### src/rtl/fetch_stage.sv
// Instruction fetch: one outstanding imem request, FIFO instruction buffer, redirect flush.
// Buffer depth is 1 by default, 2 when FETCH_PREFETCH_EN is defined.
module fetch_stage #(
   parameter logic [31:0] RESET_PC = 32'h0000_0000
) (
   input  logic        clk,
   input  logic        rst_n,
   output logic        imem_req_valid,
   input  logic        imem_req_ready,
   output logic [31:0] imem_req_addr,
   input  logic        imem_rsp_valid,
   input  logic [31:0] imem_rsp_data,
   input  logic        redirect_valid,
   input  logic [31:0] redirect_pc,
   output logic        inst_valid,
   input  logic        inst_ready,
   output logic [31:0] inst,
   output logic [31:0] inst_pc
);

`ifdef FETCH_PREFETCH_EN
   localparam logic [1:0] DEPTH = 2'd2;
`else
   localparam logic [1:0] DEPTH = 2'd1;
`endif

   typedef enum logic [1:0] {IDLE, WAIT, DRAIN} state_t;

   state_t      state_q, state_d;
   logic [31:0] pc_q, pc_d;
   logic [31:0] req_pc_q, req_pc_d;
   logic        run_q;

   logic [31:0] buf_inst_q [2];
   logic [31:0] buf_pc_q   [2];
   logic        rd_ptr_q, wr_ptr_q;
   logic [1:0]  cnt_q;

   logic        pop, do_pop, push, buf_free, req_fire;
   logic        unused_redirect_lsb;

   assign unused_redirect_lsb = ^redirect_pc[1:0];

   assign pop      = inst_valid & inst_ready;
   assign do_pop   = pop & ~redirect_valid;
   assign buf_free = (cnt_q < DEPTH) | pop;
   assign req_fire = imem_req_valid & imem_req_ready;
   // A request only issues with space reserved, so a kept response always fits.
   assign push     = (state_q == WAIT) & imem_rsp_valid & ~redirect_valid;

   // State register
   always_ff @(posedge clk or negedge rst_n) begin
      if (!rst_n) begin
         state_q  <= IDLE;
         pc_q     <= RESET_PC;
         req_pc_q <= 32'h0;
         run_q    <= 1'b0;
      end else begin
         state_q  <= state_d;
         pc_q     <= pc_d;
         req_pc_q <= req_pc_d;
         run_q    <= 1'b1;
      end
   end

   // Next-state logic
   always_comb begin
      state_d  = state_q;
      pc_d     = pc_q;
      req_pc_d = req_pc_q;
      case (state_q)
         IDLE: begin
            if (req_fire) begin
               state_d = WAIT;
            end
         end
         WAIT: begin
            // A response coinciding with a redirect retires the request and is dropped.
            if (imem_rsp_valid) begin
               state_d = IDLE;
            end else if (redirect_valid) begin
               state_d = DRAIN;
            end
         end
         DRAIN: begin
            if (imem_rsp_valid) begin
               state_d = IDLE;
            end
         end
         default: state_d = IDLE;
      endcase
      if (redirect_valid) begin
         pc_d = {redirect_pc[31:2], 2'b00};
      end else if (req_fire) begin
         pc_d     = pc_q + 32'd4;
         req_pc_d = pc_q;
      end
   end

   // Output logic
   always_comb begin
      imem_req_valid = run_q & (state_q == IDLE) & buf_free & ~redirect_valid;
      imem_req_addr  = pc_q;
      inst_valid     = (cnt_q != 2'd0);
      inst           = buf_inst_q[rd_ptr_q];
      inst_pc        = buf_pc_q[rd_ptr_q];
   end

   // Instruction buffer
   always_ff @(posedge clk or negedge rst_n) begin
      if (!rst_n) begin
         for (int i = 0; i < 2; i++) begin
            buf_inst_q[i] <= 32'h0;
            buf_pc_q[i]   <= 32'h0;
         end
         rd_ptr_q <= 1'b0;
         wr_ptr_q <= 1'b0;
         cnt_q    <= 2'd0;
      end else if (redirect_valid) begin
         rd_ptr_q <= 1'b0;
         wr_ptr_q <= 1'b0;
         cnt_q    <= 2'd0;
      end else begin
         if (push) begin
            buf_inst_q[wr_ptr_q] <= imem_rsp_data;
            buf_pc_q[wr_ptr_q]   <= req_pc_q;
            wr_ptr_q             <= ~wr_ptr_q;
         end
         if (do_pop) begin
            rd_ptr_q <= ~rd_ptr_q;
         end
         case ({push, do_pop})
            2'b10:   cnt_q <= cnt_q + 2'd1;
            2'b01:   cnt_q <= cnt_q - 2'd1;
            default: cnt_q <= cnt_q;
         endcase
      end
   end

endmodule

### config.mk
export PLATFORM = sky130hd
export DESIGN_NAME = fetch_stage
export DESIGN_NICKNAME = d
export VERILOG_FILES = /design/src/rtl/fetch_stage.sv
export SDC_FILE = /design/constraint.sdc
export NUM_CORES = 1
export LEC_CHECK = 0
export CORE_MARGIN = 4
export CORE_UTILIZATION = 50
export CTS_CLUSTER_SIZE = 30
export DETAILED_ROUTE_END_ITERATION = 8
export GPL_TIMING_DRIVEN = 0
export PLACE_DENSITY = 0.78
export SYNTH_ARGS = -nofsm -noshare
export SYNTH_HDL_FRONTEND = slang
export SYNTH_SLANG_ARGS = --single-unit
### constraint.sdc
create_clock -name clk -period 4.5 [get_ports clk]
set_input_delay 0.45 -clock clk [delete_from_list [all_inputs] [get_ports clk]]
set_output_delay 0.45 -clock clk [all_outputs]
set_load 0.02 [all_outputs]
---- After elaboration in Yosys (flattened, before gate mapping) ----
Cells that the tools add are included.
storage, ports and cells
  word-level logic and storage cells ...... 72
  output and inout port bits .............. 98
  bits of input ports ..................... 70
  register bits after elaboration ......... 199
cells by class
  bitwise logic cells ..................... 14
  multiplexer cells ....................... 23
  add/sub/neg operators ................... 3
  order comparisons ....................... 4
  reduce and logical (&&, ||, !) cells .... 10
  equality and inequality tests ........... 7
operators by type and width
  kind                                                                           count
  32-bit two-way mux                                                             9
  64-bit bitwise mux                                                             2
  32-bit by 3-bit adder with 32-bit output (second input constant)               1
  32-bit demux with 1-bit select                                                 1
  2-bit two-way mux                                                              5
  1-bit bitwise AND                                                              8
  2-bit nonzero test                                                             4
  2-bit one-hot mux with 3 select lines                                          1
  2-bit by 1-bit equality test with 1-bit output (second input constant)         2
  2-bit equality test (second input constant)                                    2
  2-bit >= comparator (second input constant)                                    2
  2-bit by 1-bit less-than comparator with 1-bit output (second input constant)  2
  1-bit two-way mux                                                              4
  2-bit inequality test (second input constant)                                  2
  1-bit inverter with 2-bit output                                               2
  2-bit one-hot mux with 2 select lines                                          1
  2-bit AND reduction                                                            2
  3-bit inequality test (second input constant)                                  1
  1-bit inverter                                                                 3
  3-bit AND reduction                                                            1
  3-bit nonzero test                                                             1
  2-bit by 1-bit adder with 2-bit output (second input constant)                 1
  2-bit zero test                                                                1
  2-bit by 1-bit subtractor with 2-bit output (second input constant)            1
  other kinds (2)                                                                2

---- Longest topological paths before layout ----
Gate-level depths: netlist of run 1.
  word-level depth ........................ 8
  depth in mapped cells ................... 9
  gate-level depth less buffers ........... 7

---- Worst setup path after synthesis of run 1 ----
Ideal clock, no wire load.
  kind .................................... in2reg
  from .................................... input redirect_valid
  to ...................................... register pc_q[5] (netlist: imem_req_addr[5])
  stages .................................. 7
  path buffers ............................ 2
  required time ........................... 4375 ps
  setup time .............................. 125 ps
  data arrival time ....................... 1961 ps
  path slack .............................. 2415 ps
  cell sequence ........................... buf_6 > or4b_4 > or2_4 > buf_6 > nor2_1 > xor2_1 > mux2_2
between the ends
  cells in the longest elaborated chain, start to end .. 4
  elaborated cells between the ends (all ways) .. 5
  those cells by class .................... mux (1); bitwise (3); reduce/logical (1)
RTL lines
  what                                 RTL line  text
  start, declared                      13        input logic redirect_valid,
  1-bit inverter (no source line)      -
  1-bit bitwise AND                    102       imem_req_valid = run_q & (state_q == IDLE) & buf_free & ~redirect_valid;
  1-bit bitwise AND                    47        assign req_fire = imem_req_valid & imem_req_ready;
  2-bit nonzero test (no source line)  -
  end signal, assigned                 60        pc_q <= pc_d;
  end, declared                        30        logic [31:0] pc_q, pc_d;
Parallel ways exist; a longest one is shown, timed or not.
A chain may end at the register's enable or synchronous reset.

---- Worst setup path after layout of run 1 ----
  from .................................... register rd_ptr_q
  to ...................................... output inst_pc[30]
between the ends
  cells in the longest elaborated chain, start to end .. 4
RTL lines
  what                                                    RTL line  text
  start, declared                                         36        logic rd_ptr_q, wr_ptr_q;
  start signal, assigned                                  130       rd_ptr_q <= ~rd_ptr_q;
  1-bit inverter with 2-bit output (not written as such)  106       inst_pc = buf_pc_q[rd_ptr_q];
  32-bit two-way mux (not written as such) (3 in a row)   106
  end, declared                                           18        output logic [31:0] inst_pc
No other way between the ends. The select of a mux whose other input is x is not followed.

==> reports/results.txt, run 1 <==
For this configuration, the core starts out at a cell density of 51.50%. Max-cap violations in this run came to 0. The global placement routability congestion is 0.8667, and the number of distinct library cells after synthesis is 48. The first global-routing pass estimated 33,150 µm of wire. The run gives 0 as the total grt overflow. By area the synthesized netlist is led by sky130_fd_sc_hd__dfrtp_1 56%, sky130_fd_sc_hd__mux2_2 24%, sky130_fd_sc_hd__nand2_1 5.2%. The post-CTS setup-driven buffer insertion count is 0, and the overall global routing resource usage is 21.19%.

In the routed layout, each cell is associated on average with a via count of 5.516. Yosys printed 0 warnings. The die height is 139.2 µm.

Clock tree synthesis selected as its root buffer the cell sky130_fd_sc_hd__clkbuf_16. The number of hold buffers added after CTS is 0, and the clock sink total is 191. For the remaining routing DRC violations, the log shows 0. The maximum achievable frequency was 0.3192 GHz; the number of hold violations in the final report was 0. The type of the worst min-delay path is in -> async.

STA classifies the critical path endpoint as an output port. After layout, the design draws a total of 6128 µW. Before antenna repair, the detailed router went through 5 iterations. Number of buffers created by CTS: 17. The critical path is of the reg -> out type. On the final layout, the worst clock skew is 0.005952 ns. The synthesized netlist devotes 4.786% of its cell area to compound gates. Measured along the x axis, the die boundary spans 139.2 µm. Dividing the synthesized area by the synthesized cell count gives 12.22 µm². For the worst flop-to-flop path, the logic depth is 8. In this run the standard cell core region covers 16,700 µm².

The CTS clock-pin slew for the worst setup and hold paths was 0.07 ns. The area share of fa/ha/maj cells after synthesis is 0.5237%, and the final core area utilization is 66.79%. Initial DRC count: 357. The dominant synthesized flop cell was sky130_fd_sc_hd__dfrtp_1. The pin count of the biggest net entering global routing was 110; the I/O pin count was 168. The synthesized design contains 0 enable-type register cells. At the worst endpoint, the required time is 4.05 ns. The static leakage is 0.005126 µW, and the ratio of final minimum period to clock period is 69.62%. In the final design database the tool counted 959 nets. After synthesis the cells add up to 8601 µm².

At the later pin of the worst-skew pair, clock insertion delay measures 0.42 ns. Of the synthesized area, sequential elements account for 55.57%. The buffer depth of the longest clock path was 2. The commonest cells after synthesis are 191 x sky130_fd_sc_hd__dfrtp_1, 187 x sky130_fd_sc_hd__mux2_2, 120 x sky130_fd_sc_hd__nand2_1, 19 x sky130_fd_sc_hd__o21ai_1. The synthesized netlist devotes 1.120% of its cell area to XOR and XNOR gates.

Setup violations remaining at the end of the flow were counted as 0. The worst setup path is launched from a flip-flop. The max-slew headroom at the worst pin was 43.70%; the share of Yosys cell area claimed by the top area cell type was 55.57%. The tools report the register-to-register setup slack as 1.88 ns. The worst register-to-register path begins at cnt_q[0]$_DFFE_PN0P_.

By area, the combinational part of the netlist is dominated by multiplexers. In this run, synthesis produced a sequential element count of 191. The share of flip-flops with an asynchronous set or reset is 100.0%. The count of antenna-violating nets left after detailed routing is 0.

The run gives 19,910 µm as the total wire length. The HPWL after detailed placement was 14,030 µm. The worst-case IR drop observed on VDD is 0.0003389 V.

TritonCTS built the clock tree. The post-route minimum period was 3.133 ns. Summing all non-filler instances in the final layout gives an area of 11,150 µm². The endpoint of the worst register-to-register path is imem_req_addr[23]$_DFFE_PN0P_.

In this run the number of H-tree levels came out at 4. Synthesis produced a netlist whose cell count is 704. The biggest area contributor in the post-synthesis netlist is sky130_fd_sc_hd__dfrtp_1. In the post-synthesis netlist, the cell with the most instances is sky130_fd_sc_hd__dfrtp_1. The via count of the first global-routing pass is 6,389, and the arrival time of the worst setup path is 2.68 ns. The floorplan step defined a die boundary enclosing 19,360 µm².

Summing all placed instances gives a cell area of 10,520 µm². The run finished with clean final reports. The routed layout has 6,167 vias. Hold is met by 0.09594 ns.

Of the total synthesized cell area, the portion taken by AND, OR, NAND and NOR gates is 10.37%. The count of pins over their slew limit was 0. In this run the worst path has a maximum fanout of 10.

Buffers placed on the I/O ports in this run total 160. The areal power density over the cells is 549.4 nW/µm², and the area added between synthesis and finish is 29.69%. Setup repair after global routing left no endpoint under its margin. The post-detailed-route wirelength per cell is 17.81 µm. The number of gates resized after CTS was 0. The number of antenna diodes in the final layout is 0. The initial antenna violation count was 0. Actual transition at the worst max-transition pin: 0.8399 ns. Fraction of layout instances using a drive strength above 1: 27.28%.

The floorplan has 47 rows. Of the post-synthesis cell area, the part taken by muxes is 24.72%.
## layer usage
layer  routed length, µm  part of all wire, %  vias to the layer above  track usage, %
met2                9330                   47                      217           33.70
met4                 314                  1.6                        0           5.304
met1                9098                   46                     3070           29.75
li1                    -                    -                     2852               -
met5                   0                    0                        -               0
met3                1165                  5.9                       28           4.966
## area by class of cell
cell class / instances / area [µm²]
fill: 1299 / 5547
sequential: 191 / 4780
multi-input combinational: 466 / 3590
timing repair buffer: 161 / 1634
clock buffer: 19 / 442.9
tap: 220 / 275.3
buffer: 43 / 216.5
clock inverter: 11 / 190.2
inverter: 7 / 26.28
## critical path, stage by stage (launching register included)
cell and delay [ns]:
sky130_fd_sc_hd__dfrtp_1 0.32, sky130_fd_sc_hd__clkbuf_1 0.39, sky130_fd_sc_hd__buf_1 0.60, sky130_fd_sc_hd__mux2_2 0.42
sky130_fd_sc_hd__clkdlybuf4s50_1 0.54
## where the power goes
group	switching, µW	internal (µW)	total (µW)
Clock	622	994	1620
Combinational	984	1130	2110
Sequential	267	2130	2400
Total	1870	4260	6130
## worst max-delay path by stage
stage / start / endpoint / slack [ns] / cells after the start
final: rd_ptr_q$_DFFE_PN0P_ / inst_pc[30] / 1.37 / 4
after global routing: rd_ptr_q$_DFFE_PN0P_ / inst_pc[27] / 1.23 / 4
after CTS: rd_ptr_q$_DFFE_PN0P_ / inst_pc[30] / 1.28 / 4
after detailed placement: imem_rsp_valid / buf_pc_q[58]$_DFFE_PN0P_ / 1.67 / 5
after global placement: rst_n / buf_pc_q[56]$_DFFE_PN0P_ / -4.92 / 1
after floorplan: redirect_valid / imem_req_addr[5]$_DFFE_PN0P_ / 2.41 / 7
## cells by family (layout without fill, tap and decap cells)
logic type / count (synthesis) / in the layout
adders and majority gates: 4 / 4
other: 2 / 5
muxes: 189 / 189
buffers and inverters: 50 / 241
AOI/OAI and AO/OA: 62 / 62
DFF: 191 / 191
and+or+nand+nor: 195 / 195
xor gates and xnor gates: 11 / 11
## flip-flops by register name, indices dropped and copies added, names as in the netlist
register	flops
buf_inst_q	64
buf_pc_q	60
imem_req_addr	30
req_pc_q	30
cnt_q	2
state_q	2
rd_ptr_q	1
run_q	1
wr_ptr_q	1
## stage by stage
stage	setup TNS, ns	cells	setup slack, ns
6_report	0	1118	1.367
5_1_grt	0	1118	1.226
4_1_cts	0	1118	1.283
3_5_place_dp	0	1088	1.668
3_3_place_gp	-935.64	1087	-4.916
2_1_floorplan	0	707	2.415
## cell usage in the layout, fill, tap and decap left out, types with 4 or more instances in the layout
master,n
sky130_fd_sc_hd__buf_4,4
sky130_fd_sc_hd__nor3_1,4
sky130_fd_sc_hd__nand4_1,12
sky130_fd_sc_hd__nand3_1,18
sky130_fd_sc_hd__mux2_2,187
sky130_fd_sc_hd__nand2_1,120
sky130_fd_sc_hd__conb_1,5
sky130_fd_sc_hd__nor2_1,16
sky130_fd_sc_hd__dfrtp_1,191
sky130_fd_sc_hd__buf_2,14
sky130_fd_sc_hd__a22oi_1,5
sky130_fd_sc_hd__inv_1,7
sky130_fd_sc_hd__a21oi_1,8
sky130_fd_sc_hd__xnor2_1,7
sky130_fd_sc_hd__o21ai_1,19
sky130_fd_sc_hd__clkbuf_16,17
sky130_fd_sc_hd__xor2_1,4
sky130_fd_sc_hd__buf_1,4
sky130_fd_sc_hd__o211ai_1,5
sky130_fd_sc_hd__bufinv_16,5
sky130_fd_sc_hd__o311ai_1,8
sky130_fd_sc_hd__clkdlybuf4s50_1,159
sky130_fd_sc_hd__clkbuf_1,19
Note: power is estimated with default switching activity, not from simulation.
==> run 2: changes to the inputs <==
- CORE_UTILIZATION: 50 -> 47
- PLACE_DENSITY: 0.78 -> 0.76
- clock period: 4.5 -> 2.6 ns (I/O delays scaled with it)
==> reports/results.txt, run 2 (synthesis results as in run 1) <==
Combinational share of power: 34.8% (+0.4 points). The tools report the number of hold violations in the final report as 0 (unchanged). The number of H-tree levels is 4 (unchanged), and the switching share of total power is 33.34% (+2.8 points).

The global placement routability congestion was 0.8315 (-4.1%). The tools report the total die area as 20,530 µm² (+6.0%). Die span in x: 143.3 µm (+3.0%).

The run gives 191 (unchanged) as the clock sink total. Buffer depth of the longest clock path: 2 (unchanged). The first-pass iteration count of the detailed router was 5 (unchanged).

The worst setup path is launched from a flip-flop. The most common library cell in the layout ignoring fill and taps is sky130_fd_sc_hd__dfrtp_1. The area added between synthesis and finish is 29.79% (about the same), and the post-detailed-route wirelength per cell is 18.09 µm (+1.6%).

The initial antenna violation count was 0 (unchanged). The tools report the arrival time of the worst setup path as 2.83 ns (+0.15 ns). The areal power density over the cells is 935.3 nW/µm² (+70%), and the flip-flop count of the largest register, all copies and words added is 64 (unchanged). The die height is 143.3 µm (+3.0%), and the count of antenna-violating nets left after detailed routing is 0 (unchanged). The remaining routing DRC violations was 0 (unchanged). The critical path is of the reg -> reg type. The total wire length is 20,420 µm (+2.6%). In this run the most critical hold path is launched from redirect_valid.

The cell row count is 49 (+4.3%). Antenna diode instance count: 0 (unchanged). The pin count of the biggest net entering global routing is 106 (-3.6%).

The sequential power share is 40.0% (+0.8 points), and the final instance area is 11,160 µm² (about the same). The register with the most flip-flops in the final layout is buf_inst_q. The total placed instance area was 10,530 µm² (+0.11%); the number of stages on the worst hold path was 4. The global-route wire length before repair was 32,490 µm (-2.0%).

For hold timing, the worst endpoint is imem_req_addr[20]$_DFFE_PN0P_. The tools report the final core area utilization as 62.14% (-4.6 points). For the clock network latency to the later pin of the worst-skew pair, the log shows 0.44 ns (+0.02 ns).

TritonCTS built the clock tree. The clock skew after layout is 0.01071 ns (+0.004760 ns), and the count of endpoints failing setup in the final report is 0 (unchanged). The tightest min-delay check is of the in -> reg type. The top cell types in the final layout, fill and taps aside, are 190 x sky130_fd_sc_hd__dfrtp_1, 187 x sky130_fd_sc_hd__mux2_2, 159 x sky130_fd_sc_hd__clkdlybuf4s50_1, 120 x sky130_fd_sc_hd__nand2_1, 19 x sky130_fd_sc_hd__o21ai_1. The endpoint identified for the worst register-to-register timing path is imem_req_addr[27]$_DFFE_PN0P_. The area of the placeable core was 17,960 µm² (+7.6%).

The CTS clock-pin slew for the worst setup and hold paths is 0.07 ns (about the same). The maximum achievable frequency was 0.3984 GHz. The run gives 0.0006358 V (+88%) as the largest vdd supply drop.

The per-cell via count in the routed design was 5.436 (-1.5%). The required time reported for the critical path endpoint is 2.92 ns (-1.13 ns). The clock root buffer master is sky130_fd_sc_hd__clkbuf_16. The run gives 6,284 (-1.6%) as the via count of the first global-routing pass. The run gives 3481 µW (+86%) as the switching power of the nets. Total via count after detailed routing: 6,137 (-0.49%). The kind of capture point of the worst setup path is a flip-flop.

Setup repair after global routing left no endpoint under its margin. For the summed negative setup slack over all endpoints, the log shows 0 ns (unchanged). The run gives 0.005136 µW (+0.21%) as the static leakage. The cell count of the worst reg-to-reg path was 6 (-2). The fraction of layout instances using a drive strength above 1 is 28.44% (+1.2 points), and the starting density of the core is 47.88% (-3.6 points). In the final layout, the registers with the most flip-flops are buf_inst_q (64), buf_pc_q (60). The max-slew headroom at the worst pin was 31.38% (-12 points); the final net count was 959 (unchanged). The initial DRC count came out at 539 (+51%).

The post-route minimum period works out to 2.510 ns. The tools report the register-to-register setup slack as 0.09 ns (-1.79 ns). The power share of the clock group is 25.1% (-1.3 points). The count of input and output buffers is 160 (unchanged). The number of buffers created by CTS was 17 (unchanged); the worst-case setup slack after placement was -0.1134 ns (-1.781 ns). The maximum fanout along the worst path was 9 (-1).

The total grt overflow is 0 (unchanged). The count of pins over their slew limit was 0 (unchanged). The overall global routing resource usage is 20.25% (-0.94 points), and the HPWL after detailed placement is 14,210 µm (+1.3%).

Of the available clock period, the critical path in the final layout requires 96.55%. Post-CTS setup-driven buffer insertion count: 0 (unchanged). The internal power summed over all cells came out at 6960 µW (+64%). The reported max-cap violation count was 0 (unchanged). The post-route worst setup slack is 0.08968 ns (-1.278 ns). The flow ran to the end, and the final reports show no timing, DRC or antenna violations.

The actual transition at the worst max-transition pin is 1.020 ns (+0.1800 ns). The startpoint of the worst-slack reg-to-reg timing path is imem_req_addr[11]$_DFFE_PN0P_. The I/O pin count was 168 (unchanged).
## run 2: changes by cell type in the layout (fill, tap and decap cells not counted), moves of 3 or more
cell | previous run | this run
sky130_fd_sc_hd__bufinv_16 | 5 | 0
sky130_fd_sc_hd__clkinv_8 | 0 | 5
sky130_fd_sc_hd__inv_6 | 0 | 5
sky130_fd_sc_hd__inv_8 | 0 | 5
sky130_fd_sc_hd__buf_1 | 4 | 0
sky130_fd_sc_hd__buf_2 | 14 | 18
sky130_fd_sc_hd__clkbuf_1 | 19 | 15
sky130_fd_sc_hd__clkinv_2 | 3 | 0
## run 2: per-stage QoR
| stage | hold slack (ns) | instances | power (µW) |
|---|---|---|---|
| finish | 0.1995 | 1129 | 10440 |
| global route | 0.2198 | 1129 | 11010 |
| CTS | 0.1722 | 1129 | 10560 |
| detailed placement | 0.3080 | 1097 | 7898 |
| global placement | 0.4799 | 1096 | 7814 |
| floorplan | -0.03559 | 707 | 6256 |
## run 2: timing repair
action / CTS / global route
setup endpoints to repair: 59 / 70
gates cloned: 0 / 0
pin swaps: 0 / 0
hold buffers: 1 / 0
resized for setup: 7 / 2
hold endpoints to repair: 86 / 0
## run 2: area by class of cell
class / instances / area (µm²)
Fill cell: 1464 / 6800
Sequential cell: 191 / 4781
Multi-Input combinational cell: 466 / 3598
Timing Repair Buffer: 162 / 1644
Clock buffer: 17 / 425.4
Tap cell: 229 / 286.5
Buffer: 42 / 220.2
Clock inverter: 15 / 181.4
Inverter: 7 / 26.28
## run 2: power groups by stage
stage | Sequential, µW | Clock [µW] | Combinational, µW
global route | 4280 | 2810 | 3910
detailed placement | 4220 | 0 | 3680
CTS | 4190 | 2680 | 3690
global placement | 4190 | 0 | 3620
finish | 4180 | 2620 | 3640
floorplan | 4120 | 0 | 2140
## run 2: how the worst max path moves through the flow
stage                                       start                       endpoint
detailed placement                 imem_rsp_valid     buf_inst_q[43]$_DFFE_PN0P_
global route         imem_req_addr[2]$_DFFE_PN0P_  imem_req_addr[28]$_DFFE_PN0P_
finish              imem_req_addr[11]$_DFFE_PN0P_  imem_req_addr[27]$_DFFE_PN0P_
CTS                          cnt_q[0]$_DFFE_PN0P_  imem_req_addr[23]$_DFFE_PN0P_
global placement                            rst_n           cnt_q[1]$_DFFE_PN0P_
floorplan            imem_req_addr[2]$_DFFE_PN0P_  imem_req_addr[30]$_DFFE_PN0P_
## run 2: worst max-delay path, cell delays in order (launching register included)
cell	delay (ns)
sky130_fd_sc_hd__dfrtp_1	0.37
sky130_fd_sc_hd__clkbuf_1	0.29
sky130_fd_sc_hd__nand4_1	0.20
sky130_fd_sc_hd__nor4_1	0.91
sky130_fd_sc_hd__nand3_1	0.20
sky130_fd_sc_hd__mux2i_1	0.17
sky130_fd_sc_hd__a221o_1	0.26
## run 2: metal layers
metal | GRT usage [%] | wire (µm) | vias up
li1 | - | - | 2860
met3 | 4.789 | 1320 | 28
met1 | 28.06 | 9216 | 3014
met5 | 0 | 0 | -
met4 | 6.392 | 349 | 0
met2 | 31.82 | 9537 | 235
==> run 3: changes to the inputs <==
- RECOVER_POWER: default -> 25
==> reports/results.txt, run 3 (synthesis results as in run 1) <==
The slowest stage of the critical path is the sky130_fd_sc_hd__nor4_1 cell. The footprint of the multi-input gates was 3598 µm² (unchanged). STA classifies the critical path startpoint as a flip-flop. The fraction of layout instances using a drive strength above 1 is 28.44% (unchanged), and the switching share of total power is 33.30% (-0.034 points). The internal power summed over all cells was 6957 µW (about the same). The setup path with the least slack is of type reg -> reg. The switching power of the nets is 3474 µW (-0.19%), and the initial antenna violation count is 0 (unchanged). The logs give 191 (unchanged) for the clock sink total and 0 ns (unchanged) for the summed negative setup slack over all endpoints. Non-filler instance count after layout: 1,129 (unchanged). For the clock skew after layout, the log shows 0.01083 ns (+0.0001186 ns). For the cell row count, the log shows 49 (unchanged).

From synthesis to final layout, the design area changed by 29.56%. Path length in cells of the critical path: 6 (unchanged). Walking the worst path, the cells encountered are clkbuf_1 -> nand4_1 -> nor4_1 -> nand3_1 -> mux2i_1 -> a221o_1. For the number of buffers created by CTS, the log shows 17 (unchanged).

The logs give 32,490 µm (unchanged) for the global-route wire length before repair and 4781 µm² (unchanged) for the register area. In the layout the commonest cells are 190 x sky130_fd_sc_hd__dfrtp_1, 187 x sky130_fd_sc_hd__mux2_2, 159 x sky130_fd_sc_hd__clkdlybuf4s50_1, 120 x sky130_fd_sc_hd__nand2_1, 19 x sky130_fd_sc_hd__o21ai_1. The run gives 1,466 (+0.14%) as the final-layout fill cell count. TritonCTS built the clock tree. The static leakage was 0.005129 µW (-0.15%). The ratio of final minimum period to clock period is 96.43% (-0.12 points).

The flow ran to the end, and the final reports show no timing, DRC or antenna violations. The required time reported for the critical path endpoint is 2.92 ns (about the same), and the arrival time of the worst setup path is 2.83 ns (about the same). For the reported max-cap violation count, the log shows 0 (unchanged). The largest stage delay on the critical path works out to 0.89 ns (-0.02 ns). Count of pins over their slew limit: 0 (unchanged). The total length of routed met3 wires was 1272 µm (-3.6%); the final net count was 959 (unchanged). The tools report the register-to-register setup slack as 0.09 ns (about the same).

The count of input and output buffers came out at 160 (unchanged). Cell family contributing the most delay on the critical path: simple AND/OR/NAND/NOR gates. I/O pin count: 168 (unchanged). The combinational share of power came out at 34.8% (about the same). Leaving out fill and tap cells, the most frequent cell in the layout is sky130_fd_sc_hd__dfrtp_1. The sequential power share was 40.1% (about the same). The number of instances in the placed design was 1,097 (unchanged); the flip-flop count of the largest register, all copies and words added was 64 (unchanged). The area of the placeable core is 17,960 µm² (unchanged), and the maximum achievable frequency is 0.3989 GHz (+0.13%). Ranked by flip-flop count, first place goes to buf_inst_q. The run gives 20,350 µm (-0.34%) as the total wire length. The final core area utilization was 62.03% (-0.11 points). The per-cell via count in the routed design is 5.441 (about the same).

The actual transition at the worst max-transition pin came out at 1.307 ns (+0.2875 ns). The post-route worst setup slack was 0.09281 ns (+0.003134 ns); the starting density of the core was 47.88% (unchanged). The number of H-tree levels was 4 (unchanged). Pin count of the biggest net entering global routing: 106 (unchanged). For the total via count after detailed routing, the log shows 6,143 (+0.098%). The max-slew headroom at the worst pin is 12.85% (-19 points), and the post-detailed-route wirelength per cell is 18.03 µm (-0.34%). For the power share of the clock group, the log shows 25.1% (about the same). The highest routing layer actually used is met4. The count of endpoints failing setup in the final report was 0 (unchanged); the final-layout worst hold slack was 0.2013 ns (+0.001811 ns). The worst hold path belongs to the class in -> reg. The die height was 143.3 µm (unchanged).

The run gives 0.0006358 V (unchanged) as the largest vdd supply drop. The run gives 0 (unchanged) as the number of hold violations in the final report. The tools report the global placement routability congestion as 0.8315 (unchanged).

STA classifies the critical path endpoint as a flip-flop. The total grt overflow was 0 (unchanged). The number of stages on the worst hold path is 4 (unchanged). For the clock network latency to the later pin of the worst-skew pair, the log shows 0.43 ns (about the same). Setup repair after global routing left no endpoint under its margin.

The overall global routing resource usage came out at 20.25% (unchanged). The number of buffer and inverter stages on the critical path came out at 1 (unchanged). The largest registers in the layout are buf_inst_q (64), buf_pc_q (60). The buffer depth of the longest clock path is 2 (unchanged). The length of routed wiring on met1 came out at 9215 µm (about the same). Die span in x: 143.3 µm (unchanged).

For the total die area, the log shows 20,530 µm² (unchanged). The logs give 0 (unchanged) for the antenna diode instance count and -0.1134 ns (unchanged) for the worst-case setup slack after placement. The run gives 9506 µm (-0.33%) as the met2 routed wirelength.

The first-pass iteration count of the detailed router is 6 (+1), and the remaining routing DRC violations is 0 (unchanged). The cell count of the worst reg-to-reg path works out to 6 (unchanged). The CTS clock-pin slew for the worst setup and hold paths was 0.07 ns (about the same). The run gives 6,284 (unchanged) as the via count of the first global-routing pass. For the count of antenna-violating nets left after detailed routing, the log shows 0 (unchanged). The maximum fanout along the worst path came out at 9 (unchanged). Areal power density over the cells: 936.1 nW/µm² (about the same). Post-route minimum period: 2.507 ns (-0.003134 ns). The initial DRC count is 529 (-1.9%).

HPWL after detailed placement: 14,210 µm (unchanged). Clock root buffer master: sky130_fd_sc_hd__clkbuf_16.
## run 3: through the flow
stage               instance area [µm²]  power (µW)
floorplan                          8612        6256
finish                            11140       10430
detailed placement                10530        7898
global route                      11140       11000
global placement                  10500        7814
CTS                               11150       10560
## run 3: layer usage
metal / global-route usage, % / vias to the layer above
met3: 4.789 / 28
li1: - / 2866
met4: 6.392 / 0
met5: 0 / -
met2: 31.82 / 226
met1: 28.06 / 3023
## run 3: final timing paths
kind                                                  to                           from
max                        imem_req_addr[27]$_DFFE_PN0P_  imem_req_addr[11]$_DFFE_PN0P_
min                        imem_req_addr[20]$_DFFE_PN0P_                 redirect_valid
max reg2reg                imem_req_addr[27]$_DFFE_PN0P_  imem_req_addr[11]$_DFFE_PN0P_
min reg2reg                     req_pc_q[14]$_DFFE_PN0P_       req_pc_q[14]$_DFFE_PN0P_
max in group asynchronous         state_q[1]$_DFFE_PN0P_                          rst_n
min in group asynchronous     buf_inst_q[23]$_DFFE_PN0P_                          rst_n
## run 3: worst register-to-register path: stages, from the launching register on
cell                       delay, ns
sky130_fd_sc_hd__dfrtp_1        0.37
sky130_fd_sc_hd__clkbuf_1       0.30
sky130_fd_sc_hd__nand4_1        0.22
sky130_fd_sc_hd__nor4_1         0.89
sky130_fd_sc_hd__nand3_1        0.20
sky130_fd_sc_hd__mux2i_1        0.17
sky130_fd_sc_hd__a221o_1        0.26
## run 3: what timing repair did
item / in CTS / in global routing
gates resized for setup: 7 / 2
hold buffers: 1 / 0
setup endpoints to repair: 59 / 70
setup buffers: 0 / 0
hold endpoints to repair: 86 / 0
## run 3: power by group through the flow
stage	clock (µW)	combinational, µW	sequential, µW
2_1_floorplan	0	2140	4120
3_3_place_gp	0	3620	4190
3_5_place_dp	0	3680	4220
4_1_cts	2680	3690	4190
5_1_grt	2810	3910	4280
6_report	2620	3630	4180
## run 3: area by class of cell
cell class | instances | area share (%)
Sequential cell | 191 | 42.90
Buffer | 42 | 1.976
Clock inverter | 15 | 1.628
Inverter | 7 | 0.2358
Multi-Input combinational cell | 466 | 32.29
Clock buffer | 17 | 3.818
Timing Repair Buffer | 162 | 14.57
Tap cell | 229 | 2.571
